--- src/rtl/scytale_codec.sv ---
// Scytale transposition engine: buffers one message, checks its length
// against key_N*key_M, then streams the column/row-permuted characters out.
module scytale_codec #(
  parameter int                 D_WIDTH       = 8,
  parameter int                 KEY_WIDTH     = 8,
  parameter int                 MAX_NOF_CHARS = 50,
  parameter logic [D_WIDTH-1:0] START_TOKEN   = 8'hFA
) (
  input  logic                 clk,
  input  logic                 rst_n,
  input  logic [D_WIDTH-1:0]   data_i,
  input  logic                 valid_i,
  output logic                 ready_o,
  input  logic                 mode_i,
  input  logic [KEY_WIDTH-1:0] key_N,
  input  logic [KEY_WIDTH-1:0] key_M,
  output logic [D_WIDTH-1:0]   data_o,
  output logic                 valid_o,
  input  logic                 ready_i,
  output logic                 busy,
  output logic                 err_o
);

  localparam int CW = $clog2(MAX_NOF_CHARS + 1);
  localparam int IW = $clog2(MAX_NOF_CHARS);
  localparam int LW = 2 * KEY_WIDTH;

  typedef enum logic [1:0] {
    LOAD,
    CHECK,
    EMIT
  } state_t;

  state_t               state_q, state_d;
  logic [CW-1:0]        count_q, count_d;
  logic                 ovf_q, ovf_d;
  logic                 mode_q, mode_d;
  logic [KEY_WIDTH-1:0] n_q, n_d;
  logic [KEY_WIDTH-1:0] m_q, m_d;
  logic [KEY_WIDTH-1:0] in_q, in_d;
  logic [KEY_WIDTH-1:0] out_q, out_d;
  logic [IW-1:0]        addr_q, addr_d;
  logic                 last_q, last_d;
  logic [D_WIDTH-1:0]   data_q, data_d;
  logic                 valid_q, valid_d;
  logic                 busy_q, busy_d;
  logic                 err_q, err_d;
  logic                 ready_q, ready_d;

  logic [D_WIDTH-1:0]   mem_q [MAX_NOF_CHARS];
  logic                 wr_en;
  logic                 take;
  logic [LW-1:0]        len;
  logic [KEY_WIDTH-1:0] in_lim;
  logic [KEY_WIDTH-1:0] stride;

  assign take   = valid_i && ready_q;
  assign len    = LW'(n_q) * LW'(m_q);
  // Encrypt walks down rows (stride M); decrypt walks across (stride N).
  assign in_lim = mode_q ? m_q : n_q;
  assign stride = mode_q ? n_q : m_q;

  always_comb begin
    state_d = state_q;
    count_d = count_q;
    ovf_d   = ovf_q;
    mode_d  = mode_q;
    n_d     = n_q;
    m_d     = m_q;
    in_d    = in_q;
    out_d   = out_q;
    addr_d  = addr_q;
    last_d  = last_q;
    data_d  = data_q;
    valid_d = valid_q;
    err_d   = 1'b0;
    wr_en   = 1'b0;
    unique case (state_q)
      LOAD: begin
        if (take) begin
          if (data_i == START_TOKEN) begin
            mode_d  = mode_i;
            n_d     = key_N;
            m_d     = key_M;
            state_d = CHECK;
          end else if (count_q < CW'(MAX_NOF_CHARS)) begin
            wr_en   = 1'b1;
            count_d = count_q + 1'b1;
          end else begin
            ovf_d = 1'b1;
          end
        end
      end
      CHECK: begin
        if (ovf_q || count_q == '0 || n_q == '0 || m_q == '0 ||
            LW'(count_q) != len) begin
          err_d   = 1'b1;
          count_d = '0;
          ovf_d   = 1'b0;
          state_d = LOAD;
        end else begin
          in_d    = '0;
          out_d   = '0;
          addr_d  = '0;
          last_d  = 1'b0;
          valid_d = 1'b0;
          state_d = EMIT;
        end
      end
      EMIT: begin
        if (valid_q && ready_i && last_q) begin
          valid_d = 1'b0;
          count_d = '0;
          ovf_d   = 1'b0;
          state_d = LOAD;
        end else if (!valid_q || ready_i) begin
          data_d  = mem_q[addr_q];
          valid_d = 1'b1;
          last_d  = (in_q == in_lim - 1'b1) && (out_q == stride - 1'b1);
          if (in_q == in_lim - 1'b1) begin
            in_d   = '0;
            out_d  = out_q + 1'b1;
            addr_d = IW'(out_q) + 1'b1;
          end else begin
            in_d   = in_q + 1'b1;
            addr_d = addr_q + IW'(stride);
          end
        end
      end
      default: state_d = LOAD;
    endcase
    ready_d = (state_d == LOAD);
    busy_d  = (state_d != LOAD);
  end

  always_ff @(posedge clk) begin
    if (!rst_n) begin
      state_q <= LOAD;
      count_q <= '0;
      ovf_q   <= 1'b0;
      mode_q  <= 1'b0;
      n_q     <= '0;
      m_q     <= '0;
      in_q    <= '0;
      out_q   <= '0;
      addr_q  <= '0;
      last_q  <= 1'b0;
      data_q  <= '0;
      valid_q <= 1'b0;
      busy_q  <= 1'b0;
      err_q   <= 1'b0;
      ready_q <= 1'b0;
    end else begin
      state_q <= state_d;
      count_q <= count_d;
      ovf_q   <= ovf_d;
      mode_q  <= mode_d;
      n_q     <= n_d;
      m_q     <= m_d;
      in_q    <= in_d;
      out_q   <= out_d;
      addr_q  <= addr_d;
      last_q  <= last_d;
      data_q  <= data_d;
      valid_q <= valid_d;
      busy_q  <= busy_d;
      err_q   <= err_d;
      ready_q <= ready_d;
    end
  end

  always_ff @(posedge clk) begin
    if (wr_en) mem_q[count_q[IW-1:0]] <= data_i;
  end

  assign ready_o = ready_q;
  assign data_o  = data_q;
  assign valid_o = valid_q;
  assign busy    = busy_q;
  assign err_o   = err_q;

endmodule

--- config.mk ---
export PLATFORM = sky130hd
export DESIGN_NAME = scytale_codec
export DESIGN_NICKNAME = d
export VERILOG_FILES = /design/src/rtl/scytale_codec.sv
export SDC_FILE = /design/constraint.sdc
export NUM_CORES = 1
export LEC_CHECK = 0
export CAP_MARGIN = 20
export CELL_PAD_IN_SITES_DETAIL_PLACEMENT = 2
export CELL_PAD_IN_SITES_GLOBAL_PLACEMENT = 2
export CORE_MARGIN = 5
export CORE_UTILIZATION = 40
export DETAILED_ROUTE_END_ITERATION = 8
export MAX_ROUTING_LAYER = met4
export PLACE_DENSITY = 0.75
export SLEW_MARGIN = 20
export SYNTH_ARGS = -nofsm -noshare
export SYNTH_HDL_FRONTEND = slang
export SYNTH_SLANG_ARGS = --single-unit
--- constraint.sdc ---
create_clock -name clk -period 6.76 [get_ports clk]
set_clock_uncertainty 0.05 [all_clocks]
set_input_delay 0.676 -clock clk [delete_from_list [all_inputs] [get_ports clk]]
set_output_delay 0.676 -clock clk [all_outputs]
set_load 0.005 [all_outputs]
---- Yosys cells after proc, flatten, opt, wreduce, memory -nomap -nowiden ----
Memories as Yosys holds them, arrays and structs flattened. A register that Yosys moved wholly into a read port is not among the register bits.
Index checks and enable logic that the tools add are counted.
storage, ports and cells
  register bits after elaboration ......... 53
  latch bits .............................. 0
  RAM bits ................................ 400
  ROM bits ................................ 0
  bits of input ports ..................... 29
  output and inout port bits .............. 12
  word-level logic and storage cells ...... 116
  memories kept ........................... 1
operators by class
  add/sub/neg operators ................... 7
  multipliers ............................. 1
  divide/modulo/power cells ............... 0
  $lt $le $gt $ge ......................... 1
  equal/unequal tests ..................... 17
  shifts and indexed selects .............. 0
  multiplexer cells ....................... 47
  bitwise operators ....................... 1
  reductions and logical operators ........ 27
memories
  memory  words  width  rd ports  clocked after Yosys merged registers in  write ports  line  source
  mem_q   50     8      1         1                                        1            50    logic [D_WIDTH-1:0] mem_q [MAX_NOF_CHARS];
operators by type and width
  operator             number
  $mux 8               9
  $mux 6               9
  $pmux 8 s2           2
  $ne 2x2->1 const B   10
  $pmux 6 s3           1
  $mux 1               17
  $add 8x1->8 const B  2
  $eq 8x8->1           2
  $logic_not 8->1      2
  $mul 8x8->16         1
  $ne 6x16->1          1
  $sub 8x1->8 const B  2
  $add 6x1->6 const B  2
  $pmux 6 s2           1
  $reduce_and 6->1     2
  $reduce_and 3->1     3
  $eq 8x8->1 const B   1
  $mux 2               4
  $add 6x6->6          1
  $logic_not 6->1      1
  $lt 6x6->1 const B   1
  $pmux 2 s3           1
  $logic_or 1x1->1     5
  $reduce_and 5->1     1
  other kinds (13)     20

---- Longest topological paths before layout ----
  depth in word-level cells ............... 8
  mapped depth ............................ 21

---- Worst setup path after synthesis ----
Ideal clock, no wire load.
  kind .................................... reg2reg
  start ................................... register m_q[3]
  end ..................................... register in_q[6]
  setup time .............................. 0.122 ns
  data arrival time ....................... 5.217 ns
  required time ........................... 6.588 ns
  setup slack ............................. 1.371 ns
  cell stages (with the launch flop) ...... 20
  period minus slack after synthesis ...... 5.389 ns
  cells stage by stage .................... dfxtp_1 clkbuf_1 and2_1 fa_1 inv_1 fa_1 fa_1 fa_1 inv_1 ha_1 buf_2 and3_1 a221o_1 a211oi_1 o221ai_1 a211oi_1 a31oi_1 o2bb2ai_1 clkbuf_1 a221o_1
between the ends
  cells in the longest elaborated chain, start to end .. 7
  elaborated cells between the ends (all ways) .. 14
  those cells by class .................... add/sub: 1; mul: 1; eq/ne: 3; mux: 5; reduce/logical: 4
ends and longest elaborated chain
  element                                               line  source
  start, declared                                       39    logic [KEY_WIDTH-1:0] m_q, m_d;
  start signal, assigned                                159   m_q <= m_d;
  branches (longest 7 deep; another with $mul 8x8->16)  n/a
  end signal, assigned                                  160   in_q <= in_d;
  end, declared                                         40    logic [KEY_WIDTH-1:0] in_q, in_d;
Parallel ways; which one is timed is not known. The select of a mux whose other input is x is not followed.
A chain may end at the register's enable or synchronous reset.

---- Final worst setup path ----
  start ................................... register n_q[3]
  end ..................................... register in_q[0]
between the ends
  cells in the longest elaborated chain, start to end .. 7
  elaborated cells between the ends (all ways) .. 15
  those cells by class .................... add/sub: 1; mul: 1; eq/ne: 3; mux: 5; reduce/logical: 5
ends and longest elaborated chain
  element                                               line  source
  start, declared                                       38    logic [KEY_WIDTH-1:0] n_q, n_d;
  start signal, assigned                                158   n_q <= n_d;
  branches (longest 7 deep; another with $mul 8x8->16)  n/a
Parallel ways; which one is timed is not known. The select of a mux whose other input is x is not followed.

==> summary.txt <==
Status
  • Status: finished clean

Pwr
  • Power Density: 243.8 nW/um^2
  • P_leak: 7.985 nW
  • Worst VDD drop: 0.2419 mV
  • Int Power: 4.657 mW
  • Combinational power share: 0.018
  • Power share of the sequential group: 0.524
  • Clock share of power: 0.458
  • Net Switching: 1.253 mW
  • Switching share of total power: 0.2121

Global route
  • Grt total ovfl: 0
  • Global Route met2 Usage: 0.3506
  • Met3 Use GR: 0.02913
  • Initial antenna violation count: 1
  • First-pass GRT wire length: 91470 um
  • Gr busiest metal: met2
  • Vias in the first global route: 13660
  • Largest net degree at the start of global routing: 96
  • GRT met1 Usage: 0.2747
  • Total GRT Usage: 0.2110

Routing
  • Via/cell ratio: 5.749
  • Detailed Route WL: 60040 um
  • Post-route ant nets: 0
  • Via Count: 12350
  • Drt first pass iters: 7
  • Initial DRC count: 839
  • Post-route DRC: 0
  • Post-DR wirelength/cell: 27.95 um

Run
  • Max cap viols: 0

Clocking
  • CTS tree: done
  • Clock Sinks: 461
  • Total CTS buffers: 49
  • CTS max path bufs: 3
  • Reg clk slew, reported paths: 0.06 ns
  • Clock latency on the worst-skew pair: 0.61 ns
  • Clock Tree Root: clkbuf_16
  • CTS hold repair buffers: 0
  • Setup Fix Bufs, Post-CTS: 0
  • CTS resizes: 0
  • H-tree depth: 2

Placement
  • IO buf count: 40
  • Placed cells: 2056
  • GPL Wtd Cong: 0.8014
  • HPWL after DPL: 39980 um

Worst hold path
  • Hold EP: last_q$_SDFFE_PN0P_
  • Hold path start: last_q$_SDFFE_PN0P_
  • Hold path cells: 2
  • Min-Delay Path Class: flip-flop to flip-flop

Yosys
  • Seq cells post-synth: 461
  • Syn_nets: 1503
  • Largest area contributor in the netlist: edfxtp_1
  • Synth cell types: 71
  • Yosys warns: 0
  • Syn avg cell area: 15.56 sq um
  • Post-synth EDFFs: 400
  • Async S/R FF share, synth: 0
  • Mapped Cells: 1386
  • Sequential fraction of the synthesis area: 0.6134
  • Ranking of synthesized cells by area: edfxtp_1, mux4_2, dfxtp_1
  • Cell Area, Synth: 21570 sq um
  • Synth Flop Type: edfxtp_1
  • Area share of the largest cell type after synthesis: 0.5568

Timing
  • Max Clk Rate: 0.1602 GHz
  • Final setup fails: 0
  • RSZ-0062 raised after global routing: no
  • Final Max Tran Viols: 0
  • Final Hold Viols: 0
  • Setup TNS Final: 0 ns
  • Final Critical Period: 6.243 ns
  • Worst-Margin Slew: 1.021 ns
  • Period utilization: 0.9235
  • Max_slew headroom: 0.3169
  • Hold Slack: 0.4237 ns

Critical path
  • Most frequent CP cell: fa_1
  • CP bufs+invs: 2
  • Critical-path cell list: nand2_1, fa_1, fa_1, fa_1, fa_1, inv_1, ha_1, a21o_1, a31oi_1, a21oi_1, or4_1, a211oi_1, a31oi_2, buf_4, nor2b_1, mux2_2
  • Req. time, crit path: 7.26 ns
  • Startpoint Class: flip-flop
  • R2R cell count: 16
  • Slowest-stage cell, CP: dfxtp_1
  • Setup CP Type: flip-flop to flip-flop
  • Slack of the worst reg-to-reg path: 0.52 ns
  • Worst-path fanout max: 24
  • Arr. time, crit path: 6.74 ns
  • R2R Path End: in_q[0]$_SDFFE_PN0P_
  • R2r startpoint: n_q[3]$_SDFFE_PN0P_
  • Worst path max stage delay: 0.69 ns
  • Critical path's top delay family: adder cells
  • Worst Setup End Kind: flip-flop

Floorplanning
  • IO Pins: 41
  • Core ar.: 53600 sq um
  • Starting Density: 0.4025
  • Die Height: 242.2 um
  • Site Rows: 85
  • Die width: 242.2 um
  • DIE AREA: 58680 sq um

Final layout
  • Final net count: 1528
  • Area grow syn2layout: 12.37%
  • Finished Layout Cells: 2148
  • Share of layout cells above drive strength 1: 0.1854
  • Layout Utilization: 0.4522
[how the worst max path moves through the flow]
stage / slack, ns / cells past startpoint / endpoint / startpoint
floorplan: 1.37 / 19 / in_q[6]$_SDFFE_PN0P_ / m_q[3]$_SDFFE_PN0P_
finish: 0.52 / 16 / in_q[0]$_SDFFE_PN0P_ / n_q[3]$_SDFFE_PN0P_
CTS: 0.47 / 15 / in_q[6]$_SDFFE_PN0P_ / n_q[3]$_SDFFE_PN0P_
global placement: 0.63 / 15 / in_q[5]$_SDFFE_PN0P_ / n_q[3]$_SDFFE_PN0P_
detailed placement: 0.49 / 15 / in_q[5]$_SDFFE_PN0P_ / n_q[3]$_SDFFE_PN0P_
global route: 0.18 / 16 / in_q[4]$_SDFFE_PN0P_ / n_q[3]$_SDFFE_PN0P_
[logic make-up (layout without fill, tap and decap cells)]
| logic type | after synthesis | count (layout) | share of synthesized area |
|---|---|---|---|
| AND/OR/NAND/NOR | 331 | 331 | 0.07755 |
| XOR/XNOR | 43 | 43 | 0.01746 |
| buffers and inverters | 153 | 218 | 0.02784 |
| other | 0 | 1 | 0 |
| multiplexers | 172 | 172 | 0.1549 |
| adder cells (fa/ha/maj) | 88 | 88 | 0.06392 |
| flip-flops | 461 | 461 | 0.6134 |
| AO/OA/AOI/OAI | 138 | 138 | 0.04489 |
[placed cells by master, fill, tap and decap left out, types with 33 or more instances in the layout]
master / netlist / layout
a21oi_1: 33 / 33
and2_1: 41 / 41
clkbuf_16: 0 / 49
dfxtp_1: 61 / 57
edfxtp_1: 400 / 400
fa_1: 37 / 37
ha_1: 51 / 51
inv_1: 69 / 69
mux4_2: 128 / 128
nand2_1: 96 / 96
nor2_1: 85 / 85
[flip-flops by register name, indices dropped and copies added (netlist names), 2 cells and up]
name / count
count_q: 6
out_q: 8
state_q: 2
in_q: 8
addr_q: 6
mem_q: 400
n_q: 8
m_q: 8
data_o: 8
[cell type report]
class                           count  area, sq um
Clock buffer                       56         1252
Antenna cell                        1        2.502
Clock inverter                     35        352.8
Sequential cell                   461        13250
Multi-Input combinational cell    772         7762
Tap cell                          696        870.8
Inverter                           71        266.5
Fill cell                        5077        29360
Timing Repair Buffer               56        488.0
[per-layer routing]
layer,part of all wire,wire length [um],up-vias
met4,0.024,1449,0
met1,0.42,25500,6563
met5,0,0,-
met3,0.045,2702,83
met2,0.51,30390,316
li1,-,-,5387
[power groups by stage]
stage	Combinational [mW]	Sequential [mW]	Clock, mW
CTS	0.108	3.10	2.76
global placement	0.0986	3.16	0
global route	0.114	3.09	2.91
detailed placement	0.108	3.16	0
finish	0.107	3.10	2.71
floorplan	0.0275	3.16	0
[synth_stat cells, drive strengths merged (18+ instances only)]
cell type,n
edfxtp,400
mux4,128
nand2,96
nor2,85
inv,70
clkbuf,62
dfxtp,61
ha,51
and2,41
fa,37
a21oi,33
mux2i,29
xnor2,27
nand3,21
buf,20
o21ai,18
[through the flow]
step / total power [mW] / cell area, sq um / setup slack [ns]
after global placement: 3.254 / 22620 / 0.6276
after global routing: 6.117 / 24240 / 0.1762
after CTS: 5.966 / 24230 / 0.4710
final: 5.910 / 24240 / 0.5175
after detailed placement: 3.265 / 22620 / 0.4946
after floorplan: 3.183 / 21570 / 1.371
[worst min-delay path: cells and delay by family (launching register included)]
family / cells / cell delay (ns)
simple gates: 1 / 0.06
flops: 1 / 0.31
mux: 1 / 0.06
Power figures use the tool's default switching activity.
